==> config.mk <==
export PLATFORM = sky130hd
export DESIGN_NAME = regfile_wb_arbiter
export DESIGN_NICKNAME = d
export VERILOG_FILES = /design/src/rtl/regfile_wb_arbiter.sv
export SDC_FILE = /design/constraint.sdc
export NUM_CORES = 1
export LEC_CHECK = 0
export ABC_AREA = 1
export BUFFER_PORTS_ARGS = -buffer_cell sky130_fd_sc_hd__buf_2
export CELL_PAD_IN_SITES_DETAIL_PLACEMENT = 0
export CELL_PAD_IN_SITES_GLOBAL_PLACEMENT = 1
export CORE_MARGIN = 2
export CORE_UTILIZATION = 33
export CTS_CLUSTER_DIAMETER = 60
export DETAILED_ROUTE_END_ITERATION = 10
export GPL_TIMING_DRIVEN = 1
export PLACE_DENSITY_LB_ADDON = 0.1
export SLEW_MARGIN = 10
export SYNTH_ARGS = -nofsm -noshare
export SYNTH_HDL_FRONTEND = slang
export SYNTH_SLANG_ARGS = --single-unit
==> constraint.sdc <==
create_clock -name clk -period 5.4 [get_ports clk]
set_clock_uncertainty 0.1 [all_clocks]
set_input_delay 0.27 -clock clk [delete_from_list [all_inputs] [get_ports clk]]
set_output_delay 0.27 -clock clk [all_outputs]
set_load 0.02 [all_outputs]
==> src/rtl/regfile_wb_arbiter.sv <==
// Round-robin arbiter for the register file write port, with a registered write stage
// and a pending-write scoreboard used by decode to stall reads of in-flight registers.
module regfile_wb_arbiter #(
    parameter int unsigned NREQ = 3
) (
    input  logic                 clk,
    input  logic                 reset,
    input  logic [NREQ-1:0]      req_valid,
    input  logic [5*NREQ-1:0]    req_sel,
    input  logic [32*NREQ-1:0]   req_data,
    output logic [NREQ-1:0]      req_ready,
    output logic                 we,
    output logic [4:0]           wsel,
    output logic [31:0]          data,
    input  logic [4:0]           r1sel,
    input  logic [4:0]           r2sel,
    output logic                 r1_stall,
    output logic                 r2_stall,
    output logic [31:0]          pend_mask
);

    localparam int unsigned LW = $clog2(NREQ);

    logic [LW-1:0] last_q, last_d;
    logic [LW-1:0] gnt_idx;
    logic          gnt_found;
    logic          hs;
    logic [4:0]    gnt_sel;
    logic [31:0]   gnt_data;

    logic          we_q, we_d;
    logic [4:0]    wsel_q, wsel_d;
    logic [31:0]   data_q, data_d;

    // First valid requester after the last grant, wrapping modulo NREQ.
    always_comb begin
        int idx;
        idx       = 0;
        gnt_found = 1'b0;
        gnt_idx   = '0;
        for (int k = 1; k <= int'(NREQ); k++) begin
            idx = (int'(last_q) + k) % int'(NREQ);
            if (!gnt_found && req_valid[idx]) begin
                gnt_found = 1'b1;
                gnt_idx   = LW'(idx);
            end
        end
    end

    always_comb begin
        hs        = gnt_found && !reset;
        req_ready = '0;
        if (hs) begin
            req_ready[gnt_idx] = 1'b1;
        end
        gnt_sel  = req_sel[5*int'(gnt_idx) +: 5];
        gnt_data = req_data[32*int'(gnt_idx) +: 32];
    end

    always_comb begin
        we_d   = 1'b0;
        wsel_d = wsel_q;
        data_d = data_q;
        last_d = last_q;
        if (hs) begin
            // Writes to r0 are consumed but never reach the register file.
            we_d   = (gnt_sel != 5'd0);
            wsel_d = gnt_sel;
            data_d = gnt_data;
            last_d = gnt_idx;
        end
    end

    always_ff @(posedge clk or posedge reset) begin
        if (reset) begin
            we_q   <= 1'b0;
            wsel_q <= 5'd0;
            data_q <= 32'd0;
            last_q <= LW'(NREQ - 1);
        end else begin
            we_q   <= we_d;
            wsel_q <= wsel_d;
            data_q <= data_d;
            last_q <= last_d;
        end
    end

    // Pending = waiting in a requester, or sitting in the output stage not yet committed.
    always_comb begin
        pend_mask = '0;
        for (int i = 0; i < int'(NREQ); i++) begin
            if (req_valid[i]) begin
                pend_mask[req_sel[5*i +: 5]] = 1'b1;
            end
        end
        if (we_q) begin
            pend_mask[wsel_q] = 1'b1;
        end
        pend_mask[0] = 1'b0;
    end

    assign we       = we_q;
    assign wsel     = wsel_q;
    assign data     = data_q;
    assign r1_stall = pend_mask[r1sel];
    assign r2_stall = pend_mask[r2sel];

endmodule

# Yosys cells after proc, flatten, opt, wreduce, memory -nomap -nowiden

Cells that the tools add are included.

Add/sub/neg operators: 3
$mul: 1
Div/mod/pow operators: 3
Magnitude comparators: 15
Shift-type cells: 2
Muxes and demuxes: 35
Bitwise operators: 3
Reductions and logical operators: 12

Operators with widths:

| kind                                                                                 | count |
|---|---|
| 32-bit two-way mux                                                                   | 4 |
| 32-bit by 4-bit less-than comparator with 1-bit output (second input constant)       | 3 |
| 32-bit by 3-bit modulo with 32-bit output (second input constant)                    | 3 |
| 32-bit OR                                                                            | 3 |
| 96-bit by 8-bit indexed part select with 32-bit output                               | 1 |
| 5-bit by 6-bit less-than comparator with 1-bit output (second input constant)        | 6 |
| 1-bit demux with 5-bit select                                                        | 4 |
| 5-bit by 1-bit greater-or-equal comparator with 1-bit output (second input constant) | 4 |
| 1-bit two-way mux                                                                    | 17 |
| 15-bit by 6-bit indexed part select with 5-bit output                                | 1 |
| 1-bit binary-select mux with 5-bit select                                            | 2 |
| 1-bit logical AND                                                                    | 8 |
| 2-bit by 2-bit adder with 3-bit output (second input constant)                       | 2 |
| 1-bit binary-select mux with 2-bit select                                            | 3 |
| 2-bit two-way mux                                                                    | 3 |
| 3-bit by 2-bit multiplier with 5-bit output (first input constant)                   | 1 |
| 5-bit nonzero test                                                                   | 1 |
| 2-bit by 1-bit adder with 3-bit output (second input constant)                       | 1 |
| 1-bit zero test                                                                      | 3 |
| 2-bit by 3-bit less-than comparator with 1-bit output (second input constant)        | 1 |
| 3-bit two-way mux                                                                    | 1 |
| 1-bit demux with 2-bit select                                                        | 1 |
| 2-bit by 1-bit greater-or-equal comparator with 1-bit output (second input constant) | 1 |

Register bits after elaboration: 40
Input port bits: 126
Word-level logic and storage cells: 78

# Depth between registers and ports, before layout

Word-level depth: 17
Depth in mapped cells: 18

# Least setup slack after synthesis

Ideal clock, no wire load.

Path kind: reg2out
From: register last_q[1]
To: output req_ready[1]
Arrival time: 1838 ps
Data required time: 5030 ps
Path slack: 3192 ps
Stages on the path, launching flop included: 13
Path buffers: 2
Path through: dfstp_2 -> ha_1 -> buf_4 -> inv_2 -> nand2_1 -> nand3_1 -> nand2_2 -> nand2_1 -> inv_2 -> nand3_2 -> nand2_2 -> nor2_1 -> buf_2

Longest elaborated chain between the ends: 17

Ends and longest elaborated chain:

| item                                                                                                                                                               | RTL line | source |
|---|---|---|
| from (decl)                                                                                                                                                        | 24       | `logic [LW-1:0] last_q, last_d;` |
| from (signal assigned)                                                                                                                                             | 79       | `last_q <= LW'(NREQ - 1);` |
| from (signal assigned)                                                                                                                                             | 84       | `last_q <= last_d;` |
| 2-bit by 1-bit adder with 3-bit output                                                                                                                             | 42       | `idx = (int'(last_q) + k) % int'(NREQ);` |
| 32-bit by 3-bit modulo with 32-bit output                                                                                                                          | 42       |  |
| 1-bit binary-select mux with 2-bit select                                                                                                                          | 43       | `if (!gnt_found && req_valid[idx]) begin` |
| 1-bit two-way mux (not written as such) (2 in series)                                                                                                              | 43       |  |
| 1-bit two-way mux                                                                                                                                                  | 43       |  |
| 1-bit zero test                                                                                                                                                    | 43       |  |
| 1-bit logical AND                                                                                                                                                  | 43       |  |
| 1-bit two-way mux                                                                                                                                                  | 43       |  |
| 1-bit zero test                                                                                                                                                    | 43       |  |
| 1-bit logical AND                                                                                                                                                  | 43       |  |
| 2-bit two-way mux                                                                                                                                                  | 43       |  |
| 2-bit by 3-bit less-than comparator with 1-bit output (not written as such) / 2-bit by 1-bit greater-or-equal comparator with 1-bit output (equally long branches) | 54       | `req_ready[gnt_idx] = 1'b1;` |
| 1-bit logical AND (not written as such)                                                                                                                            | 54       |  |
| 1-bit two-way mux (not written as such)                                                                                                                            | 54       |  |
| 1-bit demux with 2-bit select                                                                                                                                      | 54       |  |
| 3-bit two-way mux (*)                                                                                                                                              | 53       | `if (hs) begin` |
| to (decl)                                                                                                                                                          | 11       | `output logic [NREQ-1:0] req_ready,` |

Every way passes the cells marked *; elsewhere a longest branch is shown, timed or not. The select of a mux whose other input is x is not followed.

# Final worst setup path

Ends and elaborated chain as after synthesis.

==> flow_summary.ini <==
[run_status]
status = finished with violations
violations = hold timing

[floorplanning]
core_um2 = 12520
die_y_um = 116.7
row_count = 41
start_util = 0.3351
ios = 201
dieWidth_um = 116.7
die_area_um2 = 13630

[critical_path]
required_ns = 5.03
r2r_setup_slack_ns = 2.39
critPathMaxFanout = 25
r2r_start = last_q[1]
critPathKind = flop to output pin
arrival_ns = 3.00
reg2reg_to = data[22]
startpoint_type = flop
worstRegToRegCells = 13
worstSetupEndpointType = output pin

[timing]
fmax_mhz = 297.1
worst_pin_slew_ns = 0.8514
whs_ns = -0.004086
finalSetupViolations = 0
finalCriticalPeriod_ns = 3.366
post-route-period-util = 0.6234
rsz0062_at_grt = no
final_hold_viol_count = 4
finalWorstSetupSlack_ns = 2.034
setup_tns_ns = 0
drv_slew = 0
relSlewSlack = 0.4324

[drt]
postRouteAntennaNets = 0
wl_per_cell_um = 16.48
dr.pass1.iters = 5
routed_wl_um = 17850
via_count = 5572
first_iter_violations = 395
vias_per_cell = 5.145
drc = 0

[synthesis]
ys_seq_area_frac = 0.2390
ys_warn_count = 0
synth.mux.area_fraction = 0
syn_inst = 727
synthAdderAreaFrac = 0.005967
synth_xor_area_frac = 0
synth_simple_gate_area_frac = 0.5036
syn_nets = 855
synth_area_leader_cell = dfrtp_1
synth_compound_area_frac = 0.1447
synth_area_leaders = dfrtp_1 (23%), nand2_1 (19%), nand3_1 (12%)
syn_area_um2 = 4194
yosys.area.top_type_share = 0.2327
synth_area_per_cell_um2 = 5.769
yosysUniqueCellTypes = 34
synth_top_family_by_area = simple AND/OR/NAND/NOR gates
ys_ff_latch = 40

[power_and_ir_drop]
p_int_mw = 1.187
pwr-share-clk = 0.136
vdd_drop_max_v = 0.0003483
finalPower_mw = 2.569
p_switching_mw = 1.382
power_density_nw_per_um2 = 471.1
leakagePower_nw = 3.003
swShare = 0.5378
combinationalPowerShare = 0.643
power_frac_seq = 0.221

[cells_and_area]
final_layout_size_suffix_gt1_frac = 0.2733
final_common_cell = nand2_1
post-route-util = 0.4357
stdcell_area_um2 = 5454
nets = 1038
area_growth_pct = 30.04
layoutNonFillerInstCount = 1083
diodes = 0
final_cell_mix = nand2_1 (214), buf_2 (199), nor2_1 (127)

[cts]
cts_buffers = 5
clock_latency_ns = 0.28
h-tree-depth = 2
clk_pin_slew_worst_paths_ns = 0.06
clockBufferDepth = 2
cts_resized = 0
root_buffer = clkbuf_16
cts_setup_buffers = 0
cts_sinks = 40
cts_tree = done
cts_hold_buf = 0

[job]
maxCapViolations = 0

[global_routing]
grt-ovfl-total = 0
grt_use_total = 0.2613
grt_max_degree = 47
grt_pass1_wl_um = 27370
first_global_vias = 5288
antenna_found_initial = 0

[place]
pre_cts_slack_ns = 2.313
dpl-instance-area_um2 = 5276
dp_cells = 1075
dpl.hpwl_um = 14420
gp_congestion = 0.9218
port_buffers = 199

[hold_path]
min_path_type = input pin to asynchronous set/reset pin
[worst max path at each step]
stage               slack [ns]  depth (start not counted)      start           end
global placement          2.40                         11  last_q[1]  req_ready[1]
CTS                       2.00                         11  last_q[1]  req_ready[1]
global route              1.76                         11  last_q[1]  req_ready[1]
detailed placement        2.31                         11  last_q[1]  req_ready[1]
floorplan                 3.19                         12  last_q[1]  req_ready[1]
finish                    2.03                         11  last_q[1]  req_ready[1]
[sequential cells by signal, indices dropped and copies added, names as in the netlist]
signal / flops
we: 1
wsel: 5
data: 32
last_q: 2
[area by class of cell]
type | instances | area, um2
multi-input combinational | 581 | 2748
clock inverter | 2 | 38.79
clock buffer | 6 | 138.9
tap | 172 | 215.2
inverter | 82 | 307.8
timing repair buffer | 200 | 1003
sequential | 40 | 1002
fill | 1414 | 7063
[logic make-up (layout without fill, tap and decap cells)]
group           count (synthesis)  after routing
other cells                     1              1
simple gates                  492            492
buf+inv                       106            290
compound gates                 86             86
flops                          40             40
fa+ha+maj                       2              2
[cell usage after synthesis (all sizes together)]
cell type and count:
o211ai 3, and2 2, clkbuf 4, nand3 105, o21bai 3, dfstp 1
dfrtp 39, ha 2, inv 80, or2 7, a21oi 23, buf 20
o221ai 1, nor2 130, a22oi 6, nor3 13, a41oi 14, nand2 220
o22ai 9, nand4 15, conb 1, o21ai 27, clkinv 2
[layer usage]
metal,GRT usage,wire (um)
met1,0.2977,6712
met2,0.4855,9279
met3,0.04152,1220
met4,0.1027,639
met5,0,0
[critical path, cell delays in order, from the launching register on]
cell and delay [ns]:
dfstp_2 0.53, ha_1 0.32, inv_2 0.11, nand2_1 0.07
nand3_1 0.09, nand2_2 0.08, nand2_1 0.08, inv_2 0.05
nand3_2 0.06, nand2_2 0.26, nor2_1 0.76, buf_2 0.30
[power groups by stage]
stage	Combinational, mW	Clock (mW)	Sequential, mW
3_5_place_dp	1.68	0	0.563
5_1_grt	1.84	0.370	0.590
4_1_cts	1.67	0.359	0.568
2_1_floorplan	1.04	0	0.723
6_report	1.65	0.350	0.568
3_3_place_gp	1.64	0	0.568
(Power assumes the default switching activity.)
